$ cat src/rtl/pwm_multi_core_pkg.sv
// Shared definitions for the multi-channel PWM core: duty constants,
// counting-mode encoding and the period lookup used to build the period table.
package pwm_multi_core_pkg;

  localparam int DUTY_W   = 7;
  localparam int DUTY_MAX = 100;

  typedef enum logic {
    MODE_EDGE   = 1'b0,
    MODE_CENTER = 1'b1
  } pwm_mode_e;

  // Period in clocks for frequency code {pow5, pow2}; multiplier is 2^pow2 * 5^pow5.
  function automatic int unsigned period_lookup(input int unsigned clk_freq,
                                                input int unsigned base_hz,
                                                input logic [3:0]  code);
    int unsigned mult;
    case (code)
      4'd0:    mult = 32'd1;
      4'd1:    mult = 32'd2;
      4'd2:    mult = 32'd4;
      4'd3:    mult = 32'd8;
      4'd4:    mult = 32'd5;
      4'd5:    mult = 32'd10;
      4'd6:    mult = 32'd20;
      4'd7:    mult = 32'd40;
      4'd8:    mult = 32'd25;
      4'd9:    mult = 32'd50;
      4'd10:   mult = 32'd100;
      4'd11:   mult = 32'd200;
      4'd12:   mult = 32'd125;
      4'd13:   mult = 32'd250;
      4'd14:   mult = 32'd500;
      default: mult = 32'd1000;
    endcase
    return clk_freq / (base_hz * mult);
  endfunction

endpackage

$ cat src/rtl/pwm_multi_core_channel.sv
// One PWM channel: duty/polarity shadow captured as a compare threshold at the
// period boundary, compared against the shared counter into a registered output.
module pwm_multi_core_channel
  import pwm_multi_core_pkg::*;
#(
  parameter int CNT_W = 32
) (
  input  logic              clk,
  input  logic              rstn,
  input  logic              en,
  input  logic              load,
  input  logic              mode_next,
  input  logic [CNT_W-1:0]  per_next,
  input  logic [DUTY_W-1:0] duty_in,
  input  logic              pol_in,
  input  logic              mode_sh,
  input  logic [CNT_W-1:0]  cnt,
  output logic              pwm
);

  localparam int PW = CNT_W + DUTY_W;

  logic [DUTY_W-1:0] duty_s;
  logic [CNT_W-1:0]  base_s;
  logic [CNT_W-1:0]  share_s;
  logic [CNT_W-1:0]  thr_s;
  logic [PW-1:0]     prod_s;
  logic [CNT_W-1:0]  thr_r;
  logic              pol_r;
  logic              pwm_r;
  logic              raw_s;

  // Threshold for the upcoming period; centre mode stores H-Ch so one >= compare covers both directions.
  always_comb begin
    duty_s  = (duty_in > DUTY_W'(DUTY_MAX)) ? DUTY_W'(DUTY_MAX) : duty_in;
    base_s  = (mode_next == MODE_CENTER) ? (per_next >> 1) : per_next;
    prod_s  = (PW'(base_s) * PW'(duty_s)) / PW'(DUTY_MAX);
    share_s = prod_s[CNT_W-1:0];
    thr_s   = (mode_next == MODE_CENTER) ? (base_s - share_s) : share_s;
    raw_s   = (mode_sh == MODE_CENTER) ? (cnt >= thr_r) : (cnt < thr_r);
  end

  // Shadow registers and the registered, polarity-adjusted output.
  always_ff @(posedge clk or negedge rstn) begin
    if (!rstn) begin
      thr_r <= {CNT_W{1'b0}};
      pol_r <= 1'b0;
      pwm_r <= 1'b0;
    end else begin
      if (load) begin
        thr_r <= thr_s;
        pol_r <= pol_in;
      end
      pwm_r <= en ? (raw_s ^ pol_r) : pol_r;
    end
  end

  assign pwm = pwm_r;

endmodule

$ cat src/rtl/pwm_multi_core.sv
// Multi-channel PWM core: shared edge/centre period counter, boundary-synchronous
// configuration shadowing, period_start pulse and completed-period counter.
module pwm_multi_core
  import pwm_multi_core_pkg::*;
#(
  parameter int unsigned CLK_FREQ = 50_000_000,
  parameter int unsigned BASE_HZ  = 1000,
  parameter int          N_CH     = 4,
  parameter int          CNT_W    = 32
) (
  input  logic                   clk,
  input  logic                   rstn,
  input  logic                   en,
  input  logic                   mode_center,
  input  logic [1:0]             pow2,
  input  logic [1:0]             pow5,
  input  logic [DUTY_W*N_CH-1:0] duty_percent_in,
  input  logic [N_CH-1:0]        ch_pol,
  output logic [N_CH-1:0]        pwm_out,
  output logic                   period_start,
  output logic [CNT_W-1:0]       period_count
);

  localparam int unsigned P_MIN = period_lookup(CLK_FREQ, BASE_HZ, 4'hF);

  if (P_MIN < 32'd4) begin : g_bad_period
    $error("pwm_multi_core: shortest period below 4 clocks");
  end
  if ((N_CH < 1) || (N_CH > 16)) begin : g_bad_nch
    $error("pwm_multi_core: N_CH out of range");
  end

  logic [CNT_W-1:0] per_tab [16];

  for (genvar g = 0; g < 16; g++) begin : g_tab
    localparam int unsigned PV = period_lookup(CLK_FREQ, BASE_HZ, 4'(g));
    assign per_tab[g] = CNT_W'(PV);
  end

  logic [CNT_W-1:0] per_next_s;
  logic [CNT_W-1:0] half_s;
  logic [CNT_W-1:0] cnt_nxt_s;
  logic             dir_nxt_s;
  logic             last_s;
  logic             turn_s;
  logic             load_s;
  pwm_mode_e        mode_nxt_s;

  logic [CNT_W-1:0] cnt_r;
  logic             dir_down_r;
  pwm_mode_e        mode_sh_r;
  logic [CNT_W-1:0] per_sh_r;
  logic             period_start_r;
  logic [CNT_W-1:0] period_count_r;

  // Boundary detect and counter next-state; >= compares keep a zero period from locking up.
  always_comb begin
    per_next_s = per_tab[{pow5, pow2}];
    mode_nxt_s = pwm_mode_e'(mode_center);
    half_s     = per_sh_r >> 1;
    turn_s     = (({1'b0, cnt_r} + {{CNT_W{1'b0}}, 1'b1}) >= {1'b0, half_s});
    cnt_nxt_s  = cnt_r;
    dir_nxt_s  = dir_down_r;
    if (mode_sh_r == MODE_EDGE) begin
      last_s = en && (({1'b0, cnt_r} + {{CNT_W{1'b0}}, 1'b1}) >= {1'b0, per_sh_r});
    end else begin
      last_s = en && dir_down_r && (cnt_r == {CNT_W{1'b0}});
    end
    load_s = !en || last_s;
    if (load_s) begin
      cnt_nxt_s = {CNT_W{1'b0}};
      dir_nxt_s = 1'b0;
    end else if (mode_sh_r == MODE_EDGE) begin
      cnt_nxt_s = cnt_r + {{(CNT_W-1){1'b0}}, 1'b1};
    end else if (!dir_down_r) begin
      if (turn_s) begin
        dir_nxt_s = 1'b1;
      end else begin
        cnt_nxt_s = cnt_r + {{(CNT_W-1){1'b0}}, 1'b1};
      end
    end else begin
      cnt_nxt_s = cnt_r - {{(CNT_W-1){1'b0}}, 1'b1};
    end
  end

  // Counter, shared shadows and status registers.
  always_ff @(posedge clk or negedge rstn) begin
    if (!rstn) begin
      cnt_r          <= {CNT_W{1'b0}};
      dir_down_r     <= 1'b0;
      mode_sh_r      <= MODE_EDGE;
      per_sh_r       <= {CNT_W{1'b0}};
      period_start_r <= 1'b0;
      period_count_r <= {CNT_W{1'b0}};
    end else begin
      cnt_r          <= cnt_nxt_s;
      dir_down_r     <= dir_nxt_s;
      period_start_r <= en && (cnt_r == {CNT_W{1'b0}}) && !dir_down_r;
      if (load_s) begin
        mode_sh_r <= mode_nxt_s;
        per_sh_r  <= per_next_s;
      end
      if (last_s) begin
        period_count_r <= period_count_r + {{(CNT_W-1){1'b0}}, 1'b1};
      end
    end
  end

  for (genvar k = 0; k < N_CH; k++) begin : g_ch
    pwm_multi_core_channel #(.CNT_W(CNT_W)) u_ch (
      .clk       (clk),
      .rstn      (rstn),
      .en        (en),
      .load      (load_s),
      .mode_next (mode_nxt_s),
      .per_next  (per_next_s),
      .duty_in   (duty_percent_in[DUTY_W*k +: DUTY_W]),
      .pol_in    (ch_pol[k]),
      .mode_sh   (mode_sh_r),
      .cnt       (cnt_r),
      .pwm       (pwm_out[k])
    );
  end

  assign period_start = period_start_r;
  assign period_count = period_count_r;

endmodule

$ cat config.mk
export PLATFORM = sky130hd
export DESIGN_NAME = pwm_multi_core
export DESIGN_NICKNAME = d
export VERILOG_FILES = /design/src/rtl/pwm_multi_core_pkg.sv /design/src/rtl/pwm_multi_core_channel.sv /design/src/rtl/pwm_multi_core.sv
export SDC_FILE = /design/constraint.sdc
export NUM_CORES = 2
export LEC_CHECK = 0
export ABC_AREA = 1
export CORE_ASPECT_RATIO = 1.2
export CORE_UTILIZATION = 30
export CTS_CLUSTER_DIAMETER = 120
export DETAILED_ROUTE_END_ITERATION = 16
export PLACE_DENSITY = 0.41
export RECOVER_POWER = 100
export SLEW_MARGIN = 20
export SYNTH_ARGS = -nofsm -noshare
export SYNTH_HDL_FRONTEND = slang
export SYNTH_HIERARCHICAL = 1
export SYNTH_SLANG_ARGS = --single-unit
$ cat constraint.sdc
create_clock -name clk -period 6.3 [get_ports clk]
set_input_delay 0.63 -clock clk [delete_from_list [all_inputs] [get_ports clk]]
set_output_delay 0.63 -clock clk [all_outputs]
set_load 0.05 [all_outputs]
==> results.cfg <==
[logic_synthesis]
syn_area_per_cell_um2 = 6.55
yosysUniqueCellTypes = 82
synth_edf_count = 0
synth_cells = 11911
synthFlopType = dfrtp_1
yosys_register_bits = 218
yosysSeqAreaShare_pct = 6.99
async_reset_ff_share_pct = 100
syn_area_um2 = 78100
synth_warnings = 6

[clocking]
clkSlewWorstSetupHoldPaths_ns = 0.05
cts_buffers = 37
clkSinkCount = 218
postCtsHoldBufs = 0
cts_max_path_buffers = 3
clock-root-buffer = clkbuf_16
insertion_delay_ns = 0.63
htreeDepth = 2
cts_tree = built

[finish]
final_cells = 17518
drive_above_1_share_pct = 34.6
area_growth_pct = 35.7
nNetsFinal = 15252

[timing]
layout_min_cycle_time_ns = 17.97
max-slew-margin-rel_pct = -191
hold_violations = 0
max_freq_ghz = 0.0556
period_share_pct = 285
slew_violations = 319
worst_slack_ns = -11.67
setup_viol = 128
rsz0062_at_grt = yes
fin_skew_ns = 0.0460
worst_pin_slew_ns = 4.37

[floorplanning]
core_um2 = 258000
num_rows = 204
ios = 77
initial_core_util_pct = 30.3
dieWidth_um = 468
dieHeight_um = 561
fp.dieArea_um2 = 262000

[status]
violations = capacitance limit, slew limit, setup timing
status = finished with violations

[routing]
drtIter0Drc = 3797
antenna_left = 0
drt-pass1-iter-count = 6
drc_errors = 0
routed_wl_mm = 277
vias = 81238
viasPerCell = 4.64
wire_per_inst_um = 15.8

[global_route]
grt_max_degree = 103
antenna_found_initial = 6
grt_overflow_total = 0
grt_pass1_wl_mm = 444
grtUsageTotal_pct = 20.9
grt_pass1_vias = 82889

[setup_path]
required_ns = 6.84
crit_slowest_cell = fa_1
crit_type = input pin to flop
slowest_delay_ns = 0.52
crit_family = simple AND/OR/NAND/NOR gates
r2r_setup_slack_ns = 0
cp_max_fo = 6
crit_buf_inv = 48
endpoint_kind = flop
cpMostUsedCell = nand2_4
critPathLaunchType = input pin
worstPathArrival_ns = 18.52

[job]
drv_cap = 5

[min_path]
hp-class = flop to flop

[placement]
post-place-cells = 17077
place_congestion = 0.899
dpl.hpwl_mm = 233
dp_slack_ns = -13.31
port_buffers = 76
sequential cells by signal, indices dropped and copies added, names as in the netlist:
| name | cells |
|---|---|
| g_ch.u_ch/thr_r | 128 |
| cnt_r | 32 |
| period_start | 1 |
| period_count | 32 |
| mode_sh_r | 1 |
| dir_down_r | 1 |
| g_ch.u_ch/pwm | 4 |
| g_ch.u_ch/pol_r | 4 |
| per_sh_r | 15 |
area by class of cell:
cell class	instances	area [um2]
fillers	27118	152000
clock buffers	50	1010
clock inverters	15	140
inverters	2364	9540
well taps	3399	4250
multi-input cells	9258	68100
repair buffers	2213	17500
diodes	1	2.50
flip-flops and latches	218	5460
layout by cell type, fill, tap and decap left out, types with 54 or more instances in the layout:
cell      synthesis  final
nand2_4         334    474
nand3_2         107    176
conb_1            1    128
fa_1            600    580
nor3_1           65     55
nor2_4           94    149
nand3_1         707    610
inv_1          2049   1952
o21ai_1         244    288
xor2_1          208    195
inv_2           210    291
o21ai_2          36     97
nand2_1        2685   2518
xnor2_1          97     89
nor2_2           85    175
nand2_2         752    743
a21oi_2          26     93
ha_1            520    465
nand4_1         191    191
o21ai_0         376    234
dfrtp_1         218    218
o22ai_1          55     54
nor2_1         1083    940
o211ai_1         90     90
buf_4             5   2041
a21oi_1         415    340
cell usage after synthesis, types with 38 or more instances:
cell,number,area [um2]
a21oi_1,415,2080
bufinv_8,38,666
clkbuf_1,151,567
clkinv_1,48,180
dfrtp_1,218,5460
fa_1,600,12000
ha_1,520,6510
inv_1,2049,7690
inv_2,210,788
nand2_1,2685,10100
nand2_2,752,4700
nand2_4,334,3760
nand3_1,707,3540
nand3_2,107,1070
nand4_1,191,1190
nand4_2,87,1090
nor2_1,1083,4070
nor2_2,85,532
nor2_4,94,1060
nor3_1,65,325
o211ai_1,90,676
o21ai_0,376,1880
o21ai_1,244,1220
o21bai_1,52,390
o22ai_1,55,344
xnor2_1,97,850
xor2_1,208,1820
per-stage QoR:
step	util (%)	hold WS [ns]	TNS, ns	area (um2)
after floorplan	-	0.334	-1114.09	80500
after global placement	38.1	0.485	-1469.47	98200
after detailed placement	38.1	0.490	-1489.31	98200
after CTS	40.2	0.0114	-1303.58	104000
after global routing	41.1	0.518	-1466.39	106000
final	41.1	0.503	-1299.90	106000
final timing paths:
path	from	end	cells past startpoint
worst min register to register	g_ch[2].u_ch/thr_r[0]	g_ch[2].u_ch/thr_r[0]	2
worst min-delay path	g_ch[2].u_ch/thr_r[0]	g_ch[2].u_ch/thr_r[0]	2
worst max-delay path	pow2[1]	g_ch[1].u_ch/thr_r[0]	155
min in group asynchronous	rstn	period_count[22]	1
worst max register to register	cnt_r[1]	g_ch[1].u_ch/thr_r[4]	16
max in group asynchronous	rstn	g_ch[2].u_ch/thr_r[27]	2
layer usage:
metal | wire length (um) | GRT usage (%) | up-vias
met5 | 24 | 0 | -
met4 | 5750 | 3.83 | 4
met3 | 5960 | 1.19 | 236
met2 | 139000 | 38.3 | 888
met1 | 126000 | 26.9 | 38598
li1 | - | - | 41512
timing repair:
item                                    4_1_cts  5_1_grt
pin swaps                                   444      415
setup buffers                               300       80
endpoints found under the setup margin      128      128
resized for setup                           557      435
worst min-delay path: stages, from the launching register on:
cell and delay [ns]:
dfrtp_1 0.35, nand2_1 0.07, nand2_1 0.06
cells by family (layout without fill, tap and decap cells):
| logic type | count (synthesis) | in the layout | share of synthesized area, % |
|---|---|---|---|
| simple gates | 6302 | 6302 | 42.1 |
| buf+inv | 2562 | 4642 | 13.3 |
| compound gates | 1397 | 1397 | 10.3 |
| fa+ha+maj | 1120 | 1120 | 23.7 |
| xor+xnor | 310 | 310 | 3.58 |
| flops | 218 | 218 | 6.99 |
| other cells | 1 | 129 | 0.00480 |
| mux | 1 | 1 | 0.0128 |
Power is left out: the tool's default activity adds up to more than one toggle a clock period on the data nets, which glitch-free logic cannot reach.
